<file path="src/rtl/msg_parser.sv">
// msg_parser: collects terminator-delimited byte messages and decodes IFM/PBM commands into sticky flags
module msg_parser #(
   parameter int         MAX_LEN    = 12,
   parameter logic [7:0] TERM_CHAR  = 8'h23,
   parameter int         NUM_BLOCKS = 4,
   parameter int         BLOCK_W    = $clog2(NUM_BLOCKS)
) (
   input  logic               clk_50M,
   input  logic               rst_n,
   input  logic [7:0]         rx_msg,
   input  logic               rx_complete,
   input  logic               flag_clear,
   output logic               EU_fault_flag,
   output logic               CU_fault_flag,
   output logic               RU_fault_flag,
   output logic               pick_block_flag,
   output logic               switch_key,
   output logic [BLOCK_W-1:0] block_location,
   output logic               msg_valid,
   output logic               msg_error
);
   localparam int IW = $clog2(MAX_LEN + 1);
   typedef enum logic [1:0] {COLLECT, DECODE, DISCARD} state_t;
   state_t state, state_nxt;
   logic [IW-1:0] idx, idx_nxt, len, len_nxt, waddr;
   logic [7:0] mem [0:MAX_LEN-1];
   logic run, store, is_term, dec, ifm_hit, pbm_hit, hit;
   assign is_term = rx_msg == TERM_CHAR;
   assign dec = state == DECODE;
   assign waddr = dec ? '0 : idx;
   assign ifm_hit = len >= IW'(5) && {mem[0], mem[1], mem[2], mem[3]} == "IFM-" &&
                    (mem[4] == 8'h45 || mem[4] == 8'h43 || mem[4] == 8'h52);
   assign pbm_hit = len >= IW'(9) &&
                    {mem[0], mem[1], mem[2], mem[3], mem[4], mem[5], mem[6], mem[7]} == "PBM-SU-B" &&
                    mem[8] >= 8'h31 && mem[8] <= 8'(8'h30 + NUM_BLOCKS);
   assign hit = ifm_hit || pbm_hit;
   // Reset release synchroniser: logic runs from the second edge after release
   always_ff @(posedge clk_50M or negedge rst_n) begin
      if (!rst_n) run <= 1'b0;
      else        run <= 1'b1;
   end
   // Next-state logic; an overflowed message passes through DECODE with length 0 so it is rejected
   always_comb begin
      state_nxt = state;
      idx_nxt   = idx;
      len_nxt   = len;
      store     = 1'b0;
      case (state)
         COLLECT: if (rx_complete) begin
            if (is_term) begin
               if (idx != '0) begin
                  len_nxt   = idx;
                  state_nxt = DECODE;
               end
            end else if (idx == IW'(MAX_LEN)) state_nxt = DISCARD;
            else begin
               store   = 1'b1;
               idx_nxt = idx + IW'(1);
            end
         end
         DECODE: begin
            state_nxt = COLLECT;
            idx_nxt   = '0;
            if (rx_complete && !is_term) begin
               store   = 1'b1;
               idx_nxt = IW'(1);
            end
         end
         DISCARD: if (rx_complete && is_term) begin
            len_nxt   = '0;
            idx_nxt   = '0;
            state_nxt = DECODE;
         end
         default: state_nxt = COLLECT;
      endcase
   end
   // State, index and latched length registers
   always_ff @(posedge clk_50M or negedge rst_n) begin
      if (!rst_n) begin
         state <= COLLECT;
         idx   <= '0;
         len   <= '0;
      end else if (run) begin
         state <= state_nxt;
         idx   <= idx_nxt;
         len   <= len_nxt;
      end
   end
   // Payload buffer; stale contents are harmless because decode is qualified by len
   always_ff @(posedge clk_50M) begin
      if (run && store) mem[waddr] <= rx_msg;
   end
   // Sticky flags, block index and result pulses; a match beats a simultaneous flag_clear
   always_ff @(posedge clk_50M or negedge rst_n) begin
      if (!rst_n) begin
         EU_fault_flag   <= 1'b0;
         CU_fault_flag   <= 1'b0;
         RU_fault_flag   <= 1'b0;
         pick_block_flag <= 1'b0;
         switch_key      <= 1'b0;
         block_location  <= '0;
         msg_valid       <= 1'b0;
         msg_error       <= 1'b0;
      end else if (run) begin
         EU_fault_flag   <= (dec && ifm_hit && mem[4] == 8'h45) || (EU_fault_flag && !flag_clear);
         CU_fault_flag   <= (dec && ifm_hit && mem[4] == 8'h43) || (CU_fault_flag && !flag_clear);
         RU_fault_flag   <= (dec && ifm_hit && mem[4] == 8'h52) || (RU_fault_flag && !flag_clear);
         switch_key      <= (dec && ifm_hit) || (switch_key && !flag_clear);
         pick_block_flag <= (dec && pbm_hit) || (pick_block_flag && !flag_clear);
         block_location  <= (dec && pbm_hit) ? BLOCK_W'(mem[8] - 8'h31) : block_location;
         msg_valid       <= dec && hit;
         msg_error       <= dec && !hit;
      end
   end
endmodule

</file>
<file path="config.mk">
export PLATFORM = sky130hd
export DESIGN_NAME = msg_parser
export DESIGN_NICKNAME = d
export VERILOG_FILES = /design/src/rtl/msg_parser.sv
export SDC_FILE = /design/constraint.sdc
export NUM_CORES = 1
export LEC_CHECK = 0
export BUFFER_PORTS_ARGS = -buffer_cell sky130_fd_sc_hd__buf_2
export CAP_MARGIN = 5
export CORE_MARGIN = 10
export CORE_UTILIZATION = 64
export DETAILED_ROUTE_END_ITERATION = 16
export PLACE_DENSITY = 0.8
export SLEW_MARGIN = 20
export SYNTH_ARGS = -nofsm -noshare
export SYNTH_HDL_FRONTEND = slang
export SYNTH_SLANG_ARGS = --single-unit
export TNS_END_PERCENT = 1
</file>
<file path="constraint.sdc">
create_clock -name clk_50M -period 6.7 [get_ports clk_50M]
set_clock_uncertainty 0.05 [all_clocks]
set_input_delay 1.005 -clock clk_50M [delete_from_list [all_inputs] [get_ports clk_50M]]
set_output_delay 1.005 -clock clk_50M [all_outputs]
set_load 0.01 [all_outputs]
</file>
# Yosys cells after proc, flatten, opt, wreduce, memory -nomap -nowiden
# Memory sizes are Yosys's and may differ from the RTL's.
# Index checks and enable logic that the tools add are counted.
[totals] input_bits=12 output_inout_bits=9 mem_bits_rw=96 regBits=20 word_cells=99 memories=1
[memory_table] name="mem" depth=12 width=8 rd=9 rd_clocked_by_memory_dff=0 wr=1 line_no="26" source="logic [7:0] mem [0:MAX_LEN-1];"
[op_classes] magnitude_cmp=4 n_reduce_logical=39 muxes=24 n_eq_ne=17 n_addsub=2
[op_table] cell="$eq 64x63->1 const B" n=1
[op_table] cell="$eq 32x31->1 const B" n=1
[op_table] cell="$mux 4" n=8
[op_table] cell="$eq 8x7->1 const B" n=3
[op_table] cell="$logic_and 1x1->1" n=20
[op_table] cell="$ne 2x2->1 const B" n=6
[op_table] cell="$pmux 4 s3" n=1
[op_table] cell="$reduce_and 6->1" n=2
[op_table] cell="$mux 2" n=5
[op_table] cell="$eq 8x6->1 const B" n=1
[op_table] cell="$ge 8x6->1 const B" n=1
[op_table] cell="$le 8x6->1 const B" n=1
[op_table] cell="$logic_or 1x1->1" n=8
[op_table] cell="$pmux 4 s2" n=1
[op_table] cell="$mux 1" n=7
[op_table] cell="$ne 3x3->1 const B" n=2
[op_table] cell="$reduce_and 5->1" n=1
[op_table] cell="$add 4x1->4 const B" n=1
[op_table] cell="$eq 4x4->1 const B" n=1
[op_table] cell="$ge 4x3->1 const B" n=1
[op_table] cell="$ge 4x4->1 const B" n=1
[op_table] cell="$pmux 2 s2" n=1
[op_table] cell="$reduce_bool 4->1" n=1
[op_table] cell="$logic_not 1->1" n=3
[op_table] cell="8 further kinds" n=8

# Longest topological paths before layout
# Gate-level depths: netlist (run 1).
[logic_depth] depth_word=8 depth_mapped=9 depth_no_buf=7

# Worst setup path before layout (run 1)
# Ideal clock, no wire load.
[synth_path] path_kind="input to register" from="input port rx_msg[0]" to="memory mem[6][0] (enable)" path_slack_ps=3649 cell_stages=5 n_path_buf=1 arrival_time_ps=2607 cell_sequence="or4bb_1 o211a_1 clkbuf_1 nand3_1 nor4_1"
[synth_between] elab_chain_len=8
[synth_rtl] element="from (decl)" line_no="10" source="input logic [7:0] rx_msg,"
[synth_rtl] element="$eq 8x6->1 (*)" line_no="28" source="assign is_term = rx_msg == TERM_CHAR;"
[synth_rtl] element="$logic_not 1->1" line_no="64" source="if (rx_complete && !is_term) begin"
[synth_rtl] element="$logic_and 1x1->1" line_no="64"
[synth_rtl] element="$mux 1" line_no="64"
[synth_rtl] element="$pmux 1 s2 (*)" line_no="48" source="case (state)"
[synth_rtl] element="$logic_and 1x1->1 (*)" line_no="91" source="if (run && store) mem[waddr] <= rx_msg;"
[synth_rtl] element="$mux 1 (*)" line_no="91"
[synth_rtl] element="$mux 1 (not written as such) (*)" line_no="91"
[synth_rtl] element="to (decl)" line_no="26"
# Every way passes the cells marked *; elsewhere a longest branch is shown, timed or not.

# Worst setup path in the final report (run 1)
[layout_path] from="input port rx_msg[3]" to="memory mem[7][3] (enable)"
# Same word-level chain as after synthesis.

==> reports/qor.txt, run 1 <==
Critical Path Slowest Stage Cell - nor4_1
overall routing resource usage - 17.14%
Unique masters post-synth - 54
Final Routed Wirelength - 7399 um
DP Wirelength - 5009 um
die span in y - 95.96 um
minimum clock period - 2750 ps
Crit path max-delay family - simple AND/OR/NAND/NOR gates
clock power share - 30.2%
Final Net Count - 292
layout cell share with drive strength beyond 1 - 17.69%
Warnings, synthesis - 0
combinational share of power - 15.1%
Critical R2R Launch - idx[0]
row count - 27
Longest Clk Path Bufs - 2
vias per cell - 6.198
RSZ-0062 raised after global routing - no
P per Cell Area - 304.3 mW/mm2
Avg WL per Cell - 21.20 um
Num CTS Buffers - 9
Hold Worst Slack - 434.5 ps
Worst Reg-to-Reg Cells - 7
detailed-route via count - 2163
Int Pwr - 0.8862 mW
average size of a mapped cell - 15.26 um2
period utilization - 41.04%
Pre-antenna DRT Iters - 5
final setup fails - 0
ANT cells - 0
Yosys reg bits - 92
clk_lat worst skew - 350 ps
net switching fraction of the power - 28.69%
Final Hold Viols - 0
Worst Setup SP - rx_msg[3]
CP Cell Sequence - buf_2, or4bb_1, o211a_1, nand3_1, nor4_1, buf_4
top-area cell type share of the netlist area - 58.56%
sink of the worst hold path - switch_key
total gr overflow - 0
outcome - completed
Worst EP required - 6720 ps
Final Max Slew Viols - 0
Die X - 95.96 um
Area growth syn-to-layout - 10.61%
htree depth - 3
# resized after CTS - 0
largest net degree at the start of global routing - 21
initial core utilization - 66.64%
Placer Congestion - 0.8455
hold depth - 1
core area - 0.005540 mm2
Post-synth EDFFs - 72
synthesized cell area - 0.003692 mm2
Worst-path clk slew - 90 ps
NetSw - 0.3565 mW
ys flop type - edfxtp_1
syn_nets - 262
WS Path Type - primary input to register
HP Start - switch_key
first-iteration detailed-routing DRC count - 143
max incr delay on CP - 500 ps
crit start category - primary input
Cells after Synth - 242
CTS tree - built
buffers added on ports - 20
CTS root buf - clkbuf_8
CTS hold repair buffers - 0
DRC viols - 0
cell taking the most area after synthesis - edfxtp_1
VDD IR max - 211.3 uV
Fmax - 363.7 MHz
sequential fraction of the synthesis area - 72.11%
crit-path max FO - 10
boundary pin count - 21
Setup Fix Bufs, Post-CTS - 0
vias in the first global route - 2198
Worst Setup End Kind - register
Slew Limit Headroom - 50.05%
setup TNS - 0 ps
Critical R2R Capture - mem[7][3]
Routed Antenna Nets - 0
Max Cap Viol - 0
Synth async-reset ratio - 21.74%
global-route wire length before repair - 11650 um
die area - 0.009207 mm2
Tightest Pin Transition - 745.2 ps
leakage - 1.550 nW
CTS Sinks - 92
Hold Crit Class - register to register
Crit path buffers/inverters - 2
r2r setup slk - 3960 ps
WP data arrival - 2770 ps
top post-synthesis cells by area - edfxtp_1, dfrtp_1, ha_1
sequential share of power - 54.8%
initial antenna violation count - 0
==> per-stage QoR <==
step / area [um2] / worst slack [ps] / instances / util (%) / power [mW]
floorplan: 3692 / 3649 / 242 / - / 0.8279
global placement: 3875 / 3717 / 333 / 69.94 / 0.8709
detailed placement: 3880 / 3669 / 333 / 70.03 / 0.8733
CTS: 4084 / 4003 / 349 / 73.71 / 1.240
global route: 4084 / 3698 / 349 / 73.71 / 1.300
finish: 4084 / 3950 / 349 / 73.71 / 1.243
==> per-layer routing <==
metal,wire length [um],global-route usage [%]
met1,3015,22.41
met2,3718,27.82
met3,618,3.035
met4,46,7.002
met5,0,0
==> registers in the layout, summed over array words and instances (netlist names), 2 cells and up <==
| register | flops |
|---|---|
| idx | 4 |
| len | 4 |
| mem | 72 |
| block_location | 2 |
| state | 2 |
==> placed cells by master (no fill, tap or decap), types with 2 or more instances in the layout <==
cell type   n
inv_1      14
nor2_1     10
ha_1        8
and4b_1     2
inv_6       3
edfxtp_1   72
nor3_2      2
nor4_1      7
clkbuf_8    9
nand2_1    16
nand4_1     3
nand4b_1    2
mux2i_1     3
o21ai_0     3
nor4b_1     7
a21oi_1     3
nor2b_1     2
nand3_1     5
dfrtp_1    20
nor3_1      3
o21ai_1     3
nor4bb_1    6
a32o_1      3
buf_2      20
a22oi_1     4
a211oi_1    3
and3_1      4
o22ai_1     5
buf_4       4
a41oi_1     2
==> area by class of cell <==
type / instances / area [um2]
inverters: 14 / 52.55
well taps: 72 / 90.09
repair buffers: 24 / 130.1
fillers: 350 / 1456
clock buffers: 9 / 123.9
multi-input cells: 131 / 944.7
clock inverters: 7 / 80.08
flip-flops and latches: 92 / 2663
==> power by group through the flow <==
stage	sequential (mW)	combinational (mW)	clock, mW
after global placement	0.691	0.180	0
after detailed placement	0.691	0.182	0
after global routing	0.684	0.211	0.405
final	0.680	0.187	0.375
after CTS	0.679	0.184	0.377
after floorplan	0.672	0.156	0
==> cells by family (layout without fill, tap and decap cells) <==
logic type                 count (synthesis)  in the layout  synth area share, %
buffers and inverters                     19             54                2.440
other                                      1              1               0.1016
adders and majority gates                  8              8                2.711
AOI/OAI and AO/OA                         38             38                7.659
DFF                                       92             92                72.11
and+or+nand+nor                           80             80                13.86
muxes                                      4              4                1.118
==> synth_stat cells, drive strengths merged (4+ instances only) <==
cell     n
nor3     5
ha       8
nor4b    7
nand2   16
o21ai    7
edfxtp  72
o22ai    5
nor4     7
dfrtp   20
nor2    11
nand3    5
nor4bb   6
a22oi    4
inv     14
and3     4
==> how the worst max path moves through the flow <==
stage / endpoint / slack, ps / depth (start not counted)
floorplan: mem[6][0] / 3650 / 5
global placement: mem[0][7] / 3720 / 4
detailed placement: mem[7][7] / 3670 / 6
CTS: mem[7][2] / 4000 / 6
global route: mem[7][2] / 3700 / 7
finish: mem[7][3] / 3950 / 6
No activity file was read; power rests on OpenSTA's default activity.
==> run 2, diff against run 1 <==
- ABC_AREA: default -> 1
- CORE_UTILIZATION: 64 -> 60
- PLACE_DENSITY: 0.8 -> 0.76
- clock period: 6.7 -> 2.82 ns (I/O delays scaled with it)
==> run 2 against run 1 <==
Net effect:
- count of clock-buffer cells in the layout rose by 1
- critical endpoint is now mem[7][4]
- total power grew to 2.5 times the previous value
- core utilization is 6.3 points lower
- largest cell class unchanged
- final area is 3.7% higher
- via count increased by 9.1%
- non-clock buffer count rose by 2
- flip-flop and latch count stayed put
==> reports/qor.txt, run 2 <==
crit-path max FO - 8 (-2)
final setup fails - 0 (unchanged)
Hold Crit Class - primary input to register
Avg WL per Cell - 15.06 um (-29%)
Final Routed Wirelength - 6912 um (-6.6%)
Pre-antenna DRT Iters - 4 (-1)
sequential fraction of the synthesis area - 69.54% (-2.6 points)
boundary pin count - 21 (unchanged)
Critical Path Slowest Stage Cell - nor2_1
die span in y - 99.88 um (+4.1%)
Worst Reg-to-Reg Cells - 8 (+1)
max FFs per register - 72 (unchanged)
design area - 0.004234 mm2 (+3.7%)
cell taking the most area after synthesis - edfxtp_1
CTS tree - built
dpl cells - 442 (+33%)
fin util - 67.45% (-6.3 points)
initial core utilization - 60.99% (-5.7 points)
leakage - 1.769 nW (+14%)
Post-synth EDFFs - 72 (unchanged)
Tightest Pin Transition - 670.3 ps (-74.90 ps)
CP Cell Sequence - inv_1, ha_1, inv_2, nor2_1, nand3_1, nand2_1, nand3_1, nor2_1
Warnings, synthesis - 0 (unchanged)
Final Max Slew Viols - 0 (unchanged)
Area growth syn-to-layout - 10.59% (about the same)
ANT cells - 0 (unchanged)
minimum clock period - 2324 ps
most numerous cell in the Yosys netlist - nand2_1
CTS root buf - clkbuf_8
top post-synthesis cells by area - edfxtp_1, dfrtp_1, nand2_1
Synth async-reset ratio - 21.74% (unchanged)
Post-Layout Cell Count - 459 (+32%)
detailed-route via count - 2360 (+9.1%)
Unique masters post-synth - 25 (-54%)
biggest regs - mem x72, idx x4, len x4
top-area cell type share of the netlist area - 56.47% (-2.1 points)
layout cell share with drive strength beyond 1 - 14.14% (-3.6 points)
Cells after Synth - 341 (+41%)
synthesized cell area - 0.003829 mm2 (+3.7%)
ys flop type - edfxtp_1
syn_nets - 361 (+38%)
Hold Worst Slack - 343.3 ps (-91.21 ps)
Longest Clk Path Bufs - 2 (unchanged)
RSZ-0062 raised after global routing - no
clk_lat worst skew - 350 ps (about the same)
Fmax - 430.3 MHz
total gr overflow - 0 (unchanged)
Placer Congestion - 0.8383 (-0.85%)
DRC viols - 0 (unchanged)
Final Hold Viols - 0 (unchanged)
first-iteration detailed-routing DRC count - 143 (unchanged)
Critical R2R Capture - mem[7][4]
core area - 0.006277 mm2 (+13%)
max incr delay on CP - 550 ps (+50 ps)
DP Wirelength - 4826 um (-3.7%)
Area after DPL - 0.004058 mm2 (+4.6%)
Worst Setup Slack, final - 496.1 ps (-3454 ps)
r2r setup slk - 500 ps (-3460 ps)
WP data arrival - 2260 ps (-510 ps)
die area - 0.009976 mm2 (+8.3%)
Setup Fix Bufs, Post-CTS - 0 (unchanged)
setup TNS - 0 ps (unchanged)
VDD IR max - 642.3 uV (+200%)
Worst Setup SP - state[1]
CTS Sinks - 92 (unchanged)
Routed Antenna Nets - 0 (unchanged)
Worst Setup EP - mem[7][4]
vias per cell - 5.142 (-17%)
overall routing resource usage - 14.56% (-2.6 points)
Worst-path clk slew - 90 ps (about the same)
Worst EP required - 2760 ps (-3960 ps)
Final Net Count - 397 (+36%)
Crit path buffers/inverters - 2 (unchanged)
Total Power - 3.145 mW (+150%)
largest net degree at the start of global routing - 21 (unchanged)
most frequent cells in the layout - nand2_1, edfxtp_1, nor2_1, inv_1
P per Cell Area - 742.8 mW/mm2 (+140%)
Die X - 99.88 um (+4.1%)
Num CTS Buffers - 9 (unchanged)
Worst Setup End Kind - register
Max Cap Viol - 0 (unchanged)
pre-CTS WS - 491.3 ps (-3178 ps)
commonest non-fill, non-tap cell in the layout - nand2_1
vias in the first global route - 2312 (+5.2%)
buffers added on ports - 20 (unchanged)
row count - 29 (+7.4%)
Critical R2R Launch - state[1]
average size of a mapped cell - 11.23 um2 (-26%)
crit start category - register
WS Path Type - register to register
Yosys reg bits - 92 (unchanged)
Synth top cells by count - nand2_1, edfxtp_1, nor2_1, inv_1, dfrtp_1
htree depth - 3 (unchanged)
period utilization - 82.41%
Crit path max-delay family - simple AND/OR/NAND/NOR gates
outcome - completed
HP Start - rx_msg[7]
Crit path depth - 8 (+2)
Slew Limit Headroom - 55.15% (+5.1 points)
Top reg by flops - mem
initial antenna violation count - 0 (unchanged)
global-route wire length before repair - 11270 um (-3.2%)
-- run 2: cell count changes in the layout (fill, tap and decap cells not counted), moves of 6 or more --
cell,before,now
nand2_1,16,81
nor4b_1,7,0
nand4_1,3,10
nor2_1,10,49
nor4_1,7,0
nand3_1,5,19
inv_1,14,40
nor4bb_1,6,0
nand3b_1,0,6
-- run 2: cells by family (layout without fill, tap and decap cells) --
kind of cell / Yosys count / count (layout) / share of synthesized area, %
flip-flops: 92 / 92 / 69.54
AND/OR/NAND/NOR: 177 / 177 / 20.29
other: 1 / 1 / 0.09795
buffers and inverters: 47 / 88 / 4.673
adder cells (fa/ha/maj): 8 / 8 / 2.614
XOR/XNOR: 2 / 2 / 0.4576
AO/OA/AOI/OAI: 14 / 14 / 2.320
-- run 2: power by group --
part / leakage, nW / switching (mW) / total (mW) / internal [mW]
clock: 0.0823 / 0.445 / 0.766 / 0.320
combinational: 0.770 / 0.460 / 0.685 / 0.225
sequential: 0.917 / 0.0959 / 1.69 / 1.60
-- run 2: cell type report --
| class | instances | area (um2) |
|---|---|---|
| Tap cell | 77 | 96.34 |
| Sequential cell | 92 | 2663 |
| Timing Repair Buffer | 26 | 147.6 |
| Clock buffer | 10 | 127.6 |
| Multi-Input combinational cell | 202 | 987.2 |
| Clock inverter | 6 | 38.79 |
| Fill cell | 465 | 2043 |
| Inverter | 46 | 173.9 |
-- run 2: worst min path at each step --
| stage | to | slack (ps) | cells after the start |
|---|---|---|---|
| 3_3_place_gp | pick_block_flag | 340 | 1 |
| 5_1_grt | mem[6][7] | 350 | 1 |
| 3_5_place_dp | msg_valid | 340 | 1 |
| 6_report | mem[2][7] | 340 | 1 |
| 2_1_floorplan | CU_fault_flag | 80 | 0 |
| 4_1_cts | mem[2][7] | 330 | 1 |
-- run 2: metal layers --
metal / global-route usage (%) / vias to the layer above / part of all wire (%)
met5: 0 / - / 0
met4: 6.615 / 0 / 2.1
met3: 3.228 / 10 / 3.1
met2: 23.49 / 36 / 50
met1: 18.35 / 1117 / 45
li1: - / 1197 / -
-- run 2: repair_timing --
| item | in CTS | in global routing |
|---|---|---|
| hold buffers | 1 | 0 |
| endpoints found under the hold margin | 20 | 0 |
| endpoints found under the setup margin | 0 | 0 |
| gates resized for setup | 0 | 0 |
